`src/rtl/wb_burst_adr_gen_if.sv`:
```
// Wishbone burst address generator bus bundle: burst request inputs and beat status outputs.
interface wb_burst_adr_gen_if #(
   parameter int unsigned AW = 24
);
   logic [AW-1:0] adr_i;
   logic [2:0]    cti_i;
   logic [1:0]    bte_i;
   logic          init;
   logic          inc;
   logic [AW-1:0] adr_o;
   logic [5:0]    beats_left;
   logic          last;
   logic          busy;
   logic          done;

   // Generator side
   modport slave (
      input  adr_i, cti_i, bte_i, init, inc,
      output adr_o, beats_left, last, busy, done
   );

   // Front-end side
   modport master (
      output adr_i, cti_i, bte_i, init, inc,
      input  adr_o, beats_left, last, busy, done
   );
endinterface

```
`src/rtl/wb_burst_adr_gen.sv`:
```
// Wishbone burst address generator: captures a start address and burst type,
// then steps the beat address (linear or wrap-4/8/16) on each accepted beat.
module wb_burst_adr_gen #(
   parameter int unsigned AW       = 24,
   parameter int unsigned LIN_LEN  = 16,
   parameter int unsigned INIT_DLY = 1
) (
   input  logic              clk,
   input  logic              rst,
   wb_burst_adr_gen_if.slave bus
);

   localparam int unsigned BW = 6;

   typedef enum logic [1:0] {
      S_IDLE  = 2'd0,
      S_LOAD  = 2'd1,
      S_BURST = 2'd2,
      S_DONE  = 2'd3
   } state_e;

   state_e          state_q, state_d;
   logic [AW-1:0]   adr_q, adr_d;
   logic [BW-1:0]   beats_q, beats_d;
   logic [1:0]      bte_q, bte_d;
   logic [AW-1:0]   ld_adr_q, ld_adr_d;
   logic [2:0]      ld_cti_q, ld_cti_d;
   logic [1:0]      ld_bte_q, ld_bte_d;
   logic [AW-1:0]   wrap_mask;
   logic [AW-1:0]   adr_step;

   // Beat count for a burst starting at address a
   function automatic logic [BW-1:0] burst_len(input logic [AW-1:0] a,
                                               input logic [2:0]    cti,
                                               input logic [1:0]    bte);
      logic [31:0] ext;
      ext = 32'(a);
      burst_len = BW'(1);
      if (cti == 3'b010) begin
         case (bte)
            2'b01:   burst_len = BW'(4);
            2'b10:   burst_len = BW'(8);
            2'b11:   burst_len = BW'(16);
            default: burst_len = BW'(32'(LIN_LEN) - (ext & 32'(LIN_LEN - 1)));
         endcase
      end
   endfunction

   // Next beat address: only the wrap field increments, upper bits held
   always_comb begin
      wrap_mask = '1;
      case (bte_q)
         2'b01:   wrap_mask = AW'(3);
         2'b10:   wrap_mask = AW'(7);
         2'b11:   wrap_mask = AW'(15);
         default: wrap_mask = '1;
      endcase
      adr_step = (adr_q & ~wrap_mask) | ((adr_q + AW'(1)) & wrap_mask);
   end

   // Next-state and datapath; init always wins over inc and aborts any burst
   always_comb begin
      state_d  = state_q;
      adr_d    = adr_q;
      beats_d  = beats_q;
      bte_d    = bte_q;
      ld_adr_d = ld_adr_q;
      ld_cti_d = ld_cti_q;
      ld_bte_d = ld_bte_q;
      if (bus.init) begin
         ld_adr_d = bus.adr_i;
         ld_cti_d = bus.cti_i;
         ld_bte_d = bus.bte_i;
         if (INIT_DLY != 0) begin
            state_d = S_LOAD;
         end else begin
            adr_d   = bus.adr_i;
            beats_d = burst_len(bus.adr_i, bus.cti_i, bus.bte_i);
            bte_d   = bus.bte_i;
            state_d = S_BURST;
         end
      end else begin
         case (state_q)
            S_LOAD: begin
               adr_d   = ld_adr_q;
               beats_d = burst_len(ld_adr_q, ld_cti_q, ld_bte_q);
               bte_d   = ld_bte_q;
               state_d = S_BURST;
            end
            S_BURST: begin
               if (bus.inc) begin
                  if (beats_q > BW'(1)) begin
                     beats_d = beats_q - BW'(1);
                     adr_d   = adr_step;
                  end else begin
                     beats_d = '0;
                     state_d = S_DONE;
                  end
               end
            end
            default: ;
         endcase
      end
   end

   // State and datapath registers
   always_ff @(posedge clk or negedge rst) begin
      if (!rst) begin
         state_q  <= S_IDLE;
         adr_q    <= '0;
         beats_q  <= '0;
         bte_q    <= '0;
         ld_adr_q <= '0;
         ld_cti_q <= '0;
         ld_bte_q <= '0;
      end else begin
         state_q  <= state_d;
         adr_q    <= adr_d;
         beats_q  <= beats_d;
         bte_q    <= bte_d;
         ld_adr_q <= ld_adr_d;
         ld_cti_q <= ld_cti_d;
         ld_bte_q <= ld_bte_d;
      end
   end

   assign bus.adr_o      = adr_q;
   assign bus.beats_left = beats_q;
   assign bus.last       = (state_q == S_BURST) && (beats_q == BW'(1));
   assign bus.busy       = (state_q == S_LOAD) || (state_q == S_BURST);
   assign bus.done       = (state_q == S_DONE);

endmodule

```
`src/flat_wrapper.sv`:
```
// flat-port wrapper written by rule: the top's interface ports become plain ports
module wb_burst_adr_gen_flat 
#(
   parameter int unsigned AW       = 24,
   parameter int unsigned LIN_LEN  = 16,
   parameter int unsigned INIT_DLY = 1
)
  (clk, rst, bus_adr_i, bus_cti_i, bus_bte_i, bus_init, bus_inc, bus_adr_o, bus_beats_left, bus_last, bus_busy, bus_done);
  wb_burst_adr_gen_if #(.AW(AW)) bus_i ();
  input  logic clk;
  input  logic rst;
  input wire logic [$bits(bus_i.adr_i)-1:0] bus_adr_i;
  input wire logic [$bits(bus_i.cti_i)-1:0] bus_cti_i;
  input wire logic [$bits(bus_i.bte_i)-1:0] bus_bte_i;
  input wire logic [$bits(bus_i.init)-1:0] bus_init;
  input wire logic [$bits(bus_i.inc)-1:0] bus_inc;
  output wire logic [$bits(bus_i.adr_o)-1:0] bus_adr_o;
  output wire logic [$bits(bus_i.beats_left)-1:0] bus_beats_left;
  output wire logic [$bits(bus_i.last)-1:0] bus_last;
  output wire logic [$bits(bus_i.busy)-1:0] bus_busy;
  output wire logic [$bits(bus_i.done)-1:0] bus_done;
  assign bus_i.adr_i = bus_adr_i;
  assign bus_i.cti_i = bus_cti_i;
  assign bus_i.bte_i = bus_bte_i;
  assign bus_i.init = bus_init;
  assign bus_i.inc = bus_inc;
  assign bus_adr_o = bus_i.adr_o;
  assign bus_beats_left = bus_i.beats_left;
  assign bus_last = bus_i.last;
  assign bus_busy = bus_i.busy;
  assign bus_done = bus_i.done;
  wb_burst_adr_gen #(.AW(AW), .LIN_LEN(LIN_LEN), .INIT_DLY(INIT_DLY)) u_core (.clk(clk), .rst(rst), .bus(bus_i));
endmodule
```
`config.mk`:
```
export PLATFORM = sky130hd
export DESIGN_NAME = wb_burst_adr_gen_flat
export DESIGN_NICKNAME = d
export VERILOG_FILES = /design/src/rtl/wb_burst_adr_gen_if.sv /design/src/rtl/wb_burst_adr_gen.sv /design/src/flat_wrapper.sv
export SDC_FILE = /design/constraint.sdc
export NUM_CORES = 1
export LEC_CHECK = 0
export ABC_AREA = 1
export BUFFER_PORTS_ARGS = -buffer_cell sky130_fd_sc_hd__buf_4
export CAP_MARGIN = 20
export CORE_AREA = 2 2 66 114
export DETAILED_ROUTE_END_ITERATION = 10
export DIE_AREA = 0 0 68 116
export PLACE_DENSITY = 0.77
export SLEW_MARGIN = 5
export SYNTH_ARGS = -nofsm -noshare
export SYNTH_HDL_FRONTEND = slang
export SYNTH_SLANG_ARGS = --single-unit
```
`constraint.sdc`:
```
create_clock -name clk -period 2.2 [get_ports clk]
set_clock_uncertainty 0.1 [all_clocks]
set_input_delay 0.11 -clock clk [delete_from_list [all_inputs] [get_ports clk]]
set_output_delay 0.11 -clock clk [all_outputs]
set_load 0.03 [all_outputs]
```
## Word-level counts from Yosys, hierarchy flattened

Cells that the tools add are included.

- Input bits: 33
- Bits in registers: 63

- Bitwise gates (word level): 5
- Reduce and logical (&&, ||, !) cells: 8
- Add/subtract/negate cells: 3
- $lt $le $gt $ge: 1
- Equal/unequal tests: 15
- Multiplexer cells: 13

Operators by type and width:

| cell | count |
|---|---|
| one-hot mux 24 bit (3 select lines) | 1 |
| AND 24 bit | 2 |
| two-way mux 24 bit | 2 |
| one-hot mux 24 bit (2 select lines) | 1 |
| adder 24 x 1 -> 24 bit, second input constant | 1 |
| NOT 24 bit | 1 |
| OR 24 bit | 1 |
| two-way mux 6 bit | 3 |
| one-hot mux 6 bit (3 select lines) | 1 |
| equality test 2 bit, second input constant | 6 |
| one-hot mux 6 bit (2 select lines) | 1 |
| equality test 2 x 1 -> 1 bit, second input constant | 3 |
| equality test 6 x 1 -> 1 bit, second input constant | 1 |
| > comparator 6 x 1 -> 1 bit, second input constant | 1 |
| two-way mux 2 bit | 3 |
| inequality test 3 bit, second input constant | 2 |
| AND reduction 3 bit | 2 |
| subtractor 5 x 4 -> 6 bit, first input constant | 1 |
| subtractor 6 x 1 -> 6 bit, second input constant | 1 |
| one-hot mux 2 bit (2 select lines) | 1 |
| AND reduction 4 bit | 1 |
| equality test 3 x 2 -> 1 bit, second input constant | 1 |
| nonzero test 3 bit | 1 |
| inequality test 2 x 1 -> 1 bit, second input constant | 1 |
| 6 further kinds | 6 |

## Longest topological paths before layout

Gate-level depths: netlist of run 1.

- Depth in word-level cells: 8
- Depth in mapped cells: 13
- Gate-level depth less buffers: 12

## Worst setup path after synthesis of run 1

OpenSTA, ideal clock, no wires.

- Path kind: flip-flop to output port
- From: register u_core.state_q[0]
- To: output port bus_last
- Path slack: 0.022 ns
- Data required time: 1.990 ns
- Cell stages (with the launch flop): 7
- Arrival: 1.968 ns
- Cell sequence: dfrtp_1 inv_1 ha_1 buf_6 inv_4 clkbuf_1 nor4_1

- Cells in the longest elaborated chain, start to end: 2

Ends and longest elaborated chain:

| element | RTL line | source |
|---|---|---|
| from (decl) | wb_burst_adr_gen.sv:22 | `state_e state_q, state_d;` |
| from (signal assigned) | wb_burst_adr_gen.sv:117 | `state_q <= state_d;` |
| equality test 2 bit | wb_burst_adr_gen.sv:129 | `assign bus.last = (state_q == S_BURST) && (beats_q == BW'(1));` |
| logical AND 1 bit | wb_burst_adr_gen.sv:129 |  |
| to (decl) | flat_wrapper.sv:19 | `output wire logic [$bits(bus_i.last)-1:0] bus_last;` |

No other way between the ends.

==> summary.md, run 1 <==
| Metric | Value |
|---|---|
| Diodes inserted | `0` |
| Total routing usage reported by global routing | `0.299` |
| Cell area after synthesis | `3710 um2` |
| Max VDD drop | `0.000833 V` |
| Most used flip-flop cell after synthesis | `dfrtp_1` |
| Leakage dissipation | `2.43 nW` |
| Cell count after synthesis | `504` |
| Largest net degree at the start of global routing | `64` |
| Worst Setup Path Type | `register to register` |
| Worst setup slack after placement | `0.104 ns` |
| Initial core utilization | `0.537` |
| Final Critical Period | `2.01 ns` |
| Critical Path Source Type | `register` |
| Net count, final | `642` |
| Number of port buffers | `65` |
| Fraction of layout cells with a size suffix above 1 | `0.213` |
| H-tree depth reported by CTS | `3` |
| Cts bufs inserted | `9` |
| Overall die height | `116 um` |
| RD Place Congestion | `0.903` |
| Largest driver fanout on the critical path | `22` |
| Clock Path Buffers | `2` |
| Final std cell area, no fill | `4880 um2` |
| First-pass GRT wire length | `17,300 um` |
| Final HPWL DP | `7310 um` |
| Synthesized net count | `546` |
| Unrepaired setup endpoints after global routing | `no` |
| Endpoint type of the worst setup path | `register` |
| Status | `completed` |
| Ratio of routed vias to standard cells | `5.41` |
| Total number of clock tree sinks | `63` |
| FFs w/ async S/R, synth | `1.00` |
| Final routed wirelength across all metal layers | `10,500 um` |
| Hold Path Depth | `4` |
| Clock latency of the later-clocked register in the worst-skew pair | `0.34 ns` |
| Antenna Nets Post-Route | `0` |
| Worst setup margin | `0.186 ns` |
| Number of synthesized flops with an enable pin | `0` |
| CTS tree | `done` |
| Number of iterations in the first detailed-routing pass | `5` |
| Root buf cell | `clkbuf_16` |
| Clock transition at the registers of the reported paths | `0.05 ns` |
| Seq/Total Area, Yosys | `0.425` |
| Worst EP arrival | `2.14 ns` |
| Layout overhead on the synthesized area | `31.4%` |
| Antenna violations before repair | `0` |
| Total cell area at the placement stage | `4270 um2` |
| Relative slew margins | `0.450` |
| Non-Filler Instances | `689` |
| Layout filler cell count | `551` |
| Post-route clock period utilization | `0.915` |
| Register bit total from synthesis | `63` |
| Highest Clock Rate | `497 MHz` |
| Max Slew Vio Count | `0` |
| Count of endpoints failing hold in the final timing report | `0` |
| Post-synth cell types | `30` |
| Total via count in the routed design | `3,729` |
| Slew at the pin with the worst max-slew slack | `0.825 ns` |
| Overflow left after global routing | `0` |
| Avg Synthesized Cell Area | `7.37 um2` |
| Number of global-route vias before repair | `3,691` |
| Number of placement rows | `40` |
| Placed cells | `643` |
| Average wire per standard cell | `15.2 um` |
| Number of failing setup endpoints in the final timing report | `0` |
| Die X | `68 um` |
| Post-route DRC | `0` |
| Number of cells on the worst reg-to-reg path | `11` |
| Synthesis warning total | `0` |
| Number of violations of the max-capacitance limit | `0` |
| Class of the tightest hold or removal check | `input port to register` |
| Number of top-level pins | `66` |
| DRC marker count from the first detailed-route iteration | `383` |
| Die outline area | `7890 um2` |
| Power density of the placed cells | `1300 nW/um2` |
| CP Data Required Time | `2.33 ns` |
| Core outline area | `6910 um2` |
| Setup Total Neg Slack | `0 ns` |
cell families (layout without fill, tap and decap cells):
family	after synthesis	after routing	synth area share
AOI/OAI and AO/OA	89	89	0.141
adders and majority gates	9	9	0.0303
xor gates and xnor gates	5	5	0.0118
DFF	63	63	0.425
and+or+nand+nor	250	250	0.293
buffers and inverters	88	189	0.0998
final cells by class:
| type | instances | area, um2 | share of cell area |
|---|---|---|---|
| Clock inverter | 3 | 40.0 | 0.00821 |
| Tap cell | 84 | 105 | 0.0215 |
| Multi-Input combinational cell | 353 | 1770 | 0.362 |
| Sequential cell | 63 | 1580 | 0.323 |
| Clock buffer | 13 | 270 | 0.0554 |
| Inverter | 73 | 282 | 0.0577 |
| Timing Repair Buffer | 100 | 838 | 0.172 |
final timing paths:
kind | start | to | slack (ns)
max in group asynchronous | rst | asynchronous set/reset pin | 1.13
min in group asynchronous | rst | asynchronous set/reset pin | 0.30
worst max register to register | u_core.state_q[0] | register | 0.19
worst min register to register | u_core.ld_adr_q[14] | u_core.ld_adr_q[14] | 0.37
worst min-delay path | bus_init | u_core.ld_adr_q[14] | 0.04
worst max-delay path | u_core.state_q[0] | register | 0.19
routing by layer:
| metal | GRT usage | share of wire | vias to the layer above |
|---|---|---|---|
| met3 | 0.0602 | 0.050 | 47 |
| li1 | - | - | 1779 |
| met4 | 0.188 | 0.063 | 0 |
| met1 | 0.319 | 0.35 | 1756 |
| met2 | 0.519 | 0.54 | 147 |
| met5 | 0 | 0 | - |
cells in the mapped netlist, types with 5 or more instances:
library cell | instances | share of area
o21ai_1 | 10 | 0.013
nor2_2 | 11 | 0.019
xor2_1 | 5 | 0.012
o21ai_0 | 47 | 0.063
nand2_2 | 6 | 0.010
a21oi_1 | 12 | 0.016
nor2_1 | 44 | 0.044
inv_2 | 7 | 0.0071
ha_1 | 9 | 0.030
dfrtp_1 | 63 | 0.42
nand3_1 | 27 | 0.036
nand2_1 | 146 | 0.15
clkbuf_1 | 9 | 0.0091
a21boi_2 | 7 | 0.021
nand4_1 | 5 | 0.0084
inv_1 | 64 | 0.065
power by group:
group	switching, mW	total, mW	internal [mW]
clock	0.502	1.47	0.965
combinational	1.86	2.92	1.07
sequential	0.422	1.93	1.51
layout by cell type (no fill, tap or decap), types with 7 or more instances in the layout:
master / Yosys / layout
buf_4: 0 / 69
nand3_1: 27 / 27
o21ai_0: 47 / 47
dlygate4sd3_1: 0 / 30
dfrtp_1: 63 / 63
o21ai_1: 10 / 10
ha_1: 9 / 8
nand2_1: 146 / 146
inv_1: 64 / 64
a21boi_2: 7 / 7
a21oi_1: 12 / 12
clkbuf_16: 0 / 9
inv_2: 7 / 7
nor2_1: 44 / 44
nor2_2: 11 / 11
timing repair:
action,4_1_cts,5_1_grt
buffers inserted,0,0
resized for setup,0,1
hold endpoints to repair,92,0
hold buffers,30,0
setup endpoints to repair,0,11
worst max-delay path, stage by stage (launching register included):
cell and delay (ns):
dfrtp_1 0.40, inv_1 0.09, ha_2 0.29, inv_4 0.11, nand2_2 0.09, nand2_4 0.05
nand2_4 0.10, inv_6 0.06, nand3_4 0.16, buf_12 0.20, nand2_1 0.08, a21boi_2 0.15
through the flow:
| stage | hold slack, ns | util | power, mW |
|---|---|---|---|
| after floorplan | -0.286 | - | 3.82 |
| after global placement | 0.156 | 0.618 | 4.70 |
| after detailed placement | 0.157 | 0.618 | 4.79 |
| after CTS | 0.0399 | 0.706 | 6.32 |
| after global routing | 0.0744 | 0.707 | 6.74 |
| final | 0.0437 | 0.707 | 6.32 |
(Power assumes the default switching activity.)
==> inputs of run 2 (changes only) <==
--- a/config.mk
+++ b/config.mk
@@ -12,6 +12,7 @@
 export DETAILED_ROUTE_END_ITERATION = 10
 export DIE_AREA = 0 0 68 116
 export PLACE_DENSITY = 0.77
+export REMOVE_ABC_BUFFERS = 1
 export SLEW_MARGIN = 5
 export SYNTH_ARGS = -nofsm -noshare
 export SYNTH_HDL_FRONTEND = slang
==> summary.md, run 2 (synthesis results as in run 1) <==
| Metric | Value |
|---|---|
| Status | `completed` |
| Most frequent cells in the layout | `146 x nand2_1, 79 x buf_4, 64 x inv_1` |
| Slew at the pin with the worst max-slew slack | `0.792 ns` |
| Critical Path Source Type | `register` |
| Worst Setup Path Type | `register to register` |
| Most common cell after layout, fill and taps aside | `nand2_1` |
| Internal power consumption | `3.41 mW` |
| Final routed wirelength across all metal layers | `9490 um` |
| Worst EP arrival | `2.14 ns` |
| Ratio of routed vias to standard cells | `5.07` |
| Number of port buffers | `65` |
| Part of the total power dissipated in combinational logic | `0.483` |
| H-tree depth reported by CTS | `3` |
| Delay of the slowest cell on the worst path | `0.39 ns` |
| Die outline area | `7890 um2` |
| Post-route clock period utilization | `0.922` |
| CTS tree | `done` |
| Max VDD drop | `0.000739 V` |
| Buf/Inv on CP | `4` |
| Leakage dissipation | `2.44 nW` |
| Core outline area | `6910 um2` |
| Relative slew margins | `0.472` |
| Antenna violations before repair | `0` |
| Total number of clock tree sinks | `63` |
| Count of endpoints failing hold in the final timing report | `0` |
| Hold Path Depth | `4` |
| Layer with the highest usage | `met2` |
| Number of cells on the worst reg-to-reg path | `11` |
| Post-route DRC | `0` |
| Number of top-level pins | `66` |
| Critical Path, Cell by Cell | `inv_1 > ha_1 > inv_4 > nand2_2 > nand2_4 > nand2_4 > inv_6 > nand3_4 > buf_4 > a21oi_1 > a21boi_1` |
| Die X | `68 um` |
| Fraction of layout cells with a size suffix above 1 | `0.217` |
| Number of violations of the max-capacitance limit | `0` |
| Startpoint of the worst register-to-register path | `u_core.state_q[0]` |
| Non-Filler Instances | `697` |
| Power density of the placed cells | `1260 nW/um2` |
| Net count, final | `651` |
| Net switching power | `2.73 mW` |
| Part of the power in registers | `0.312` |
| Root buf cell | `clkbuf_16` |
| Diodes inserted | `0` |
| Number of placement rows | `40` |
| Global routing met1 resource utilization | `0.284` |
| Endpoint type of the worst setup path | `register` |
| Average wire per standard cell | `13.6 um` |
| Class of the tightest hold or removal check | `input port to register` |
| Overflow left after global routing | `0` |
| RD Place Congestion | `0.882` |
| Clock latency of the later-clocked register in the worst-skew pair | `0.34 ns` |
| Placed cells | `646` |
| Utilization of the core after routing | `0.707` |
| Worst setup slack after placement | `0.136 ns` |
| Total via count in the routed design | `3,535` |
| Internal reg-to-reg setup slack | `0.17 ns` |
| Max Slew Vio Count | `0` |
| Cts bufs inserted | `9` |
| Number of global-route vias before repair | `3,433` |
| Fraction of power spent switching nets | `0.444` |
| End point of the worst hold path | `u_core.ld_adr_q[14]` |
| Met2 track utilization from global routing | `0.473` |
| Total routing usage reported by global routing | `0.260` |
| Number of failing setup endpoints in the final timing report | `0` |
| Most frequent CP cell | `nand2_4` |
| Layout overhead on the synthesized area | `31.5%` |
| Initial core utilization | `0.537` |
| Final Critical Period | `2.03 ns` |
| Clock Path Buffers | `2` |
| Number of iterations in the first detailed-routing pass | `6` |
| Highest Clock Rate | `493 MHz` |
| Largest driver fanout on the critical path | `13` |
| Overall die height | `116 um` |
| Library cell contributing the largest single delay on the critical path | `dfrtp_1` |
| Unrepaired setup endpoints after global routing | `no` |
| Top cell family by delay on the critical path | `buffers and inverters` |
| Clock group share of total power | `0.206` |
| Start point of the worst min-delay path | `bus_init` |
| DRC marker count from the first detailed-route iteration | `290` |
| Worst setup margin | `0.171 ns` |
| Largest net degree at the start of global routing | `64` |
| Final HPWL DP | `6600 um` |
| Clock transition at the registers of the reported paths | `0.05 ns` |
| First-pass GRT wire length | `15,300 um` |
| Antenna Nets Post-Route | `0` |
| Met3 usage in global routing | `0.0505` |
| CP Data Required Time | `2.31 ns` |
## run 2: power groups by stage
stage	registers (mW)	clock network, mW	logic, mW
6_report	1.91	1.26	2.97
5_1_grt	1.96	1.32	3.26
4_1_cts	1.91	1.27	2.91
3_5_place_dp	1.92	0	2.84
3_3_place_gp	1.91	0	2.77
2_1_floorplan	2.33	0	1.41
## run 2: layout make-up
cell class / count / area, um2
Sequential cell: 63 / 1580
Clock buffer: 14 / 254
Multi-Input combinational cell: 353 / 1770
Timing Repair Buffer: 109 / 893
Inverter: 73 / 282
Tap cell: 84 / 105
Fill cell: 578 / 2030
Clock inverter: 1 / 5.00
## run 2: layer usage
layer  vias to the layer above  part of all wire
li1                       1806                 -
met2                       111              0.55
met4                         0             0.022
met3                        17             0.040
met1                      1601              0.39
met5                         -                 0
## run 2: worst reg2reg max path, stage by stage, from the launching register on
cell and delay (ns):
dfrtp_1 0.39, inv_1 0.08, ha_1 0.29, inv_4 0.13
nand2_2 0.07, nand2_4 0.07, nand2_4 0.08, inv_6 0.11
nand3_4 0.17, buf_4 0.20, a21oi_1 0.13, a21boi_1 0.08
## run 2: repair_timing
| item | 4_1_cts | 5_1_grt |
|---|---|---|
| hold buffers | 30 | 0 |
| hold endpoints to repair | 92 | 0 |
| setup endpoints to repair | 0 | 7 |
| buffers inserted | 0 | 6 |
| resized for setup | 0 | 0 |
## run 2: through the flow
step / power (mW) / cell area (um2) / hold slack [ns] / setup TNS, ns
after floorplan: 3.74 / 3620 / -0.286 / -0.989
after global placement: 4.69 / 4280 / 0.143 / 0
after detailed placement: 4.76 / 4280 / 0.147 / 0
after CTS: 6.08 / 4840 / 0.0379 / 0
after global routing: 6.54 / 4880 / 0.0618 / 0
final: 6.14 / 4880 / 0.0370 / 0
## run 2: worst max-delay path by stage
| stage | start | end | slack, ns | cells after the start |
|---|---|---|---|---|
| after CTS | u_core.state_q[0] | register | 0.12 | 11 |
| after floorplan | u_core.state_q[0] | bus_last | -0.25 | 4 |
| after global placement | u_core.state_q[0] | register | 0.22 | 11 |
| after detailed placement | u_core.state_q[0] | register | 0.14 | 11 |
| after global routing | u_core.state_q[0] | register | 0.04 | 10 |
| final | u_core.state_q[0] | register | 0.17 | 11 |
